<file path="src/rtl/parity_check_stream.sv">
// ---------------------------------------------------------------------------
// parity_check_stream
//
// Receive-side parity checker for a valid/ready stream. Each accepted word is
// checked against its transmitted parity bit, then forwarded one cycle later
// from a single-entry output register together with an error flag. A
// saturating error counter and a sticky error flag are kept for status
// readout, with a one-cycle strobe for every failing word accepted.
//
// Parameters
//   WIDTH      data bits per word (>= 1)
//   ODD        expected value of ^{in_data, in_parity}; 0 pairs with a
//              generator that computes parity = ^data
//   CNT_WIDTH  error counter width (>= 1)
//
// Ports
//   clk         clock, all state changes on the rising edge
//   rst         synchronous active-high reset
//   in_valid    input word present
//   in_ready    block can take the input word this cycle
//   in_data     input data word
//   in_parity   transmitted parity bit
//   out_valid   output word present
//   out_ready   downstream accepts the output word
//   out_data    registered copy of the accepted word
//   out_err     accepted word failed the parity check
//   err_pulse   one-cycle strobe after a failing word is accepted
//   err_cnt     saturating count of failing words accepted
//   err_sticky  set by any failing word, held until clr_err
//   clr_err     synchronous clear of err_cnt and err_sticky
// ---------------------------------------------------------------------------
module parity_check_stream #(
  parameter int unsigned WIDTH     = 8,
  parameter int unsigned ODD       = 0,
  parameter int unsigned CNT_WIDTH = 16
) (
  input  logic                 clk,
  input  logic                 rst,
  input  logic                 in_valid,
  output logic                 in_ready,
  input  logic [WIDTH-1:0]     in_data,
  input  logic                 in_parity,
  output logic                 out_valid,
  input  logic                 out_ready,
  output logic [WIDTH-1:0]     out_data,
  output logic                 out_err,
  output logic                 err_pulse,
  output logic [CNT_WIDTH-1:0] err_cnt,
  output logic                 err_sticky,
  input  logic                 clr_err
);

  localparam logic                 ODD_BIT = (ODD != 0);
  localparam logic [CNT_WIDTH-1:0] CNT_ONE = CNT_WIDTH'(1);

  logic accept;
  logic bad;
  logic bad_accept;

  // The output register can take a new word when empty or when its current
  // word leaves this same cycle, giving one word per cycle under no stall.
  // Reset forces it low so nothing is consumed during the reset cycle.
  assign in_ready   = !rst && (!out_valid || out_ready);
  assign accept     = in_valid && in_ready;
  assign bad        = ((^{in_data, in_parity}) != ODD_BIT);
  assign bad_accept = accept && bad;

  // Data path: one-entry output register. EMPTY/FULL is out_valid itself.
  // NOTE: sequential state uses non-blocking assignments so every register
  // samples the pre-edge values, independent of statement order.
  always_ff @(posedge clk) begin
    if (rst) begin
      out_valid <= 1'b0;
      out_data  <= '0;
      out_err   <= 1'b0;
    end else if (accept) begin
      out_valid <= 1'b1;
      out_data  <= in_data;
      out_err   <= bad;
    end else if (out_valid && out_ready) begin
      // Drained with nothing behind it; data/err hold as don't-care.
      out_valid <= 1'b0;
    end
  end

  // Status: a failing accept takes priority over clr_err, so a coincident
  // clear restarts the count at one instead of losing the new error.
  always_ff @(posedge clk) begin
    if (rst) begin
      err_pulse  <= 1'b0;
      err_cnt    <= '0;
      err_sticky <= 1'b0;
    end else begin
      err_pulse <= bad_accept;
      if (bad_accept) begin
        err_sticky <= 1'b1;
        if (clr_err) begin
          err_cnt <= CNT_ONE;
        end else if (!(&err_cnt)) begin
          err_cnt <= err_cnt + CNT_ONE;
        end
      end else if (clr_err) begin
        err_cnt    <= '0;
        err_sticky <= 1'b0;
      end
    end
  end

endmodule

</file>
<file path="config.mk">
export PLATFORM = sky130hd
export DESIGN_NAME = parity_check_stream
export DESIGN_NICKNAME = d
export VERILOG_FILES = /design/src/rtl/parity_check_stream.sv
export SDC_FILE = /design/constraint.sdc
export NUM_CORES = 1
export LEC_CHECK = 0
export BUFFER_PORTS_ARGS = -buffer_cell sky130_fd_sc_hd__buf_2
export CELL_PAD_IN_SITES_DETAIL_PLACEMENT = 1
export CELL_PAD_IN_SITES_GLOBAL_PLACEMENT = 2
export CORE_MARGIN = 2
export CORE_UTILIZATION = 25
export DETAILED_ROUTE_END_ITERATION = 6
export PLACE_DENSITY_LB_ADDON = 0.1
export SLEW_MARGIN = 30
export SYNTH_ARGS = -nofsm -noshare
export SYNTH_HDL_FRONTEND = slang
export SYNTH_SLANG_ARGS = --single-unit
</file>
<file path="constraint.sdc">
create_clock -name clk -period 2.6 [get_ports clk]
set_input_delay 0.26 -clock clk [delete_from_list [all_inputs] [get_ports clk]]
set_output_delay 0.26 -clock clk [all_outputs]
set_load 0.05 [all_outputs]
</file>
==> results.toml <==
[outcome]
status = "complete, no violations"

[die]
start_util_pct = 25.8
dieWidth_um = 79.1
die-height_um = 79.1
io_pins = 43
core_area_sq_um = 5470
placementRows = 27
die_area_sq_um = 6260

[final_layout]
drive_gt1_share_pct = 25.0
final_common_cell = "buf_2"
diodes = 0
multi_input_area_sq_um = 812
stdcell_count = 284
area_growth_pct = 25.1
mostFrequentLayoutCells = "buf_2, nand2_1, dfxtp_1, nand3b_1, nand3_1"
fillCellCount = 676
seqCellArea_sq_um = 561
nets = 228

[sta]
whs_ns = 0.188
rsz0062_at_grt = "false"
period_share_pct = 79.0
slew_viol_final = 0
tightest_slew_ns = 0.792
min_period_ns = 2.05
setup_tns_ns = 0
hold_viol = 0
finalClockSkew_ns = 0.0137
fmax_mhz = 487
finalSetupViolCount = 0
slew-limit-headroom_pct = 47.2

[clock_tree]
cts_made_buffers = 3
htreeDepth = 1
cts_tree = "built"
cts.clk_slew.worst_paths_ns = 0.10
ctsLongestPathBuffers = 2
root_buffer = "clkbuf_8"
postCtsSetupBuffers = 0
numClockSinks = 28
worstSkewPairLatency_ns = 0.28
cts_resized = 0
holdBufCountCts = 0

[critical_path]
slowest_stage = "dfxtp_1"
cp.arrival_ns = 2.27
path_buf_inv = 1
crit_path_max_fanout = 11
critical_path_class = "flop to flop"
critPathCaptureType = "flop"
crit_chain = "ha_1, and3_1, nand4_1, nor3_1, buf_4, or3_1, mux2i_1"
start_kind = "flop"
critPathLaunch = "err_cnt[0]"
r2r-start = "err_cnt[0]"
slowest_delay_ns = 0.43
required_ns = 2.81
path_delay_family = "simple AND/OR/NAND/NOR gates"

[placed_design]
post-place-cells = 280
hpwl_mm = 3.28
globalplace.congestion = 0.720
port_buffers = 42

[yosys]
ys_top_cells_by_area = "dfxtp_1, nand2_1, mux2i_1"
ys_warn_count = 0
yosysTopAreaCell = "dfxtp_1"
syn_area_per_cell_sq_um = 8.30
syn_area_sq_um = 1410
ys_seq_area_share_pct = 39.7
syn_inst = 170
synth_nets = 185
ys_ff_latch = 28
synth_cell_types = 33
synth_top_area_share_pct = 39.7

[flow_run]
drv_cap = 0

[route]
drt-pass1-iter-count = 4
avgRoutedWirePerCell_um = 15.3
ant_nets = 0
drt_wl_total_mm = 4.35
drt_iter0_markers = 31
via_per_inst = 4.96
drc = 0
vias = 1410

[power_and_ir_drop]
p_per_area_nw_per_um2 = 563
p_leak_uw = 0.000775
ir_worst_vdd_v = 0.000239

[grt]
grt_pass1_vias = 1471
antenna_found_initial = 0
overflow = 0
gr-usage-all-layers_pct = 14.7
grt_pass1_wl_mm = 7.31
grt_max_degree = 20

[min_path]
min_path_type = "primary input to flop"
hp-start = "in_data[0]"
synthesized netlist by cell type:
| master | number |
|---|---|
| o31a_1 | 1 |
| nand2b_1 | 1 |
| xor2_2 | 1 |
| nor3_1 | 5 |
| and4_1 | 3 |
| clkbuf_1 | 6 |
| o31ai_1 | 6 |
| a21oi_1 | 7 |
| dfxtp_1 | 28 |
| nor2_1 | 6 |
| or2_2 | 2 |
| nand3b_1 | 8 |
| nand3_1 | 8 |
| inv_1 | 2 |
| a31oi_1 | 2 |
| ha_1 | 1 |
| nand4_1 | 6 |
| mux2i_1 | 6 |
| or3_1 | 5 |
| nor2b_1 | 4 |
| nand2_1 | 35 |
| a41oi_1 | 1 |
| nor4_1 | 3 |
| buf_2 | 1 |
| xnor2_1 | 5 |
| and3_1 | 4 |
| buf_1 | 1 |
| a311oi_1 | 1 |
| a41o_1 | 1 |
| xnor3_1 | 1 |
| or4_1 | 6 |
| and2_1 | 2 |
| xor2_1 | 1 |
stage by stage:
stage                     instance area, sq um  power, uW  utilization [%]  worst slack (ns)
after detailed placement                  1710        736             31.3             0.319
final                                     1770        993             32.3             0.546
after global routing                      1770       1050             32.3             0.325
after floorplan                           1410        652                -             0.280
after CTS                                 1770       1020             32.3             0.514
after global placement                    1710        730             31.3             0.424
path summary, 6_finish.rpt:
| kind | slack, ns | end | cells after the start |
|---|---|---|---|
| setup / recovery | 0.55 | err_cnt[1] | 7 |
| hold / removal | 0.19 | out_data[0] | 3 |
| setup reg to reg | 0.55 | err_cnt[1] | 7 |
| hold reg to reg | 0.47 | out_err | 2 |
routing by layer:
metal,routed length (um),up-vias,GRT usage [%],part of all wire (%)
met4,19,0,2.07,0.44
met1,1850,693,16.7,43
met5,0,-,0,0
met3,130,2,3.18,3.0
met2,2340,19,28.5,54
li1,-,696,-,-
flip-flops by register name (all words and copies together) (netlist names):
signal      count
out_err         1
out_valid       1
err_sticky      1
err_pulse       1
err_cnt        16
out_data        8
worst reg2reg max path: cells and delay by family (launching register included):
| kind | cells | cell delay, ns |
|---|---|---|
| adder cells (fa/ha/maj) | 1 | 0.20 |
| multiplexers | 1 | 0.20 |
| AND/OR/NAND/NOR | 4 | 0.96 |
| flip-flops | 1 | 0.43 |
| buffers and inverters | 1 | 0.21 |
power by group:
part / internal [uW] / switching [uW]
combinational: 72.3 / 187
sequential: 448 / 12.9
clock: 136 / 137
area by class of cell:
class | instances | area share [%]
repair buffers | 46 | 13.6
multi-input cells | 132 | 46.0
inverters | 2 | 0.425
clock buffers | 4 | 3.12
well taps | 72 | 5.10
flip-flops and latches | 28 | 31.8
kinds of logic (layout without fill, tap and decap cells):
kind of cell,after synthesis,in the layout,share of synthesized area (%)
buf+inv,10,52,2.75
xor+xnor,8,8,6.47
mux,6,6,4.26
flops,28,28,39.7
fa+ha+maj,1,1,0.886
simple gates,98,98,36.8
compound gates,19,19,9.13
Note: power is estimated with default switching activity, not from simulation.
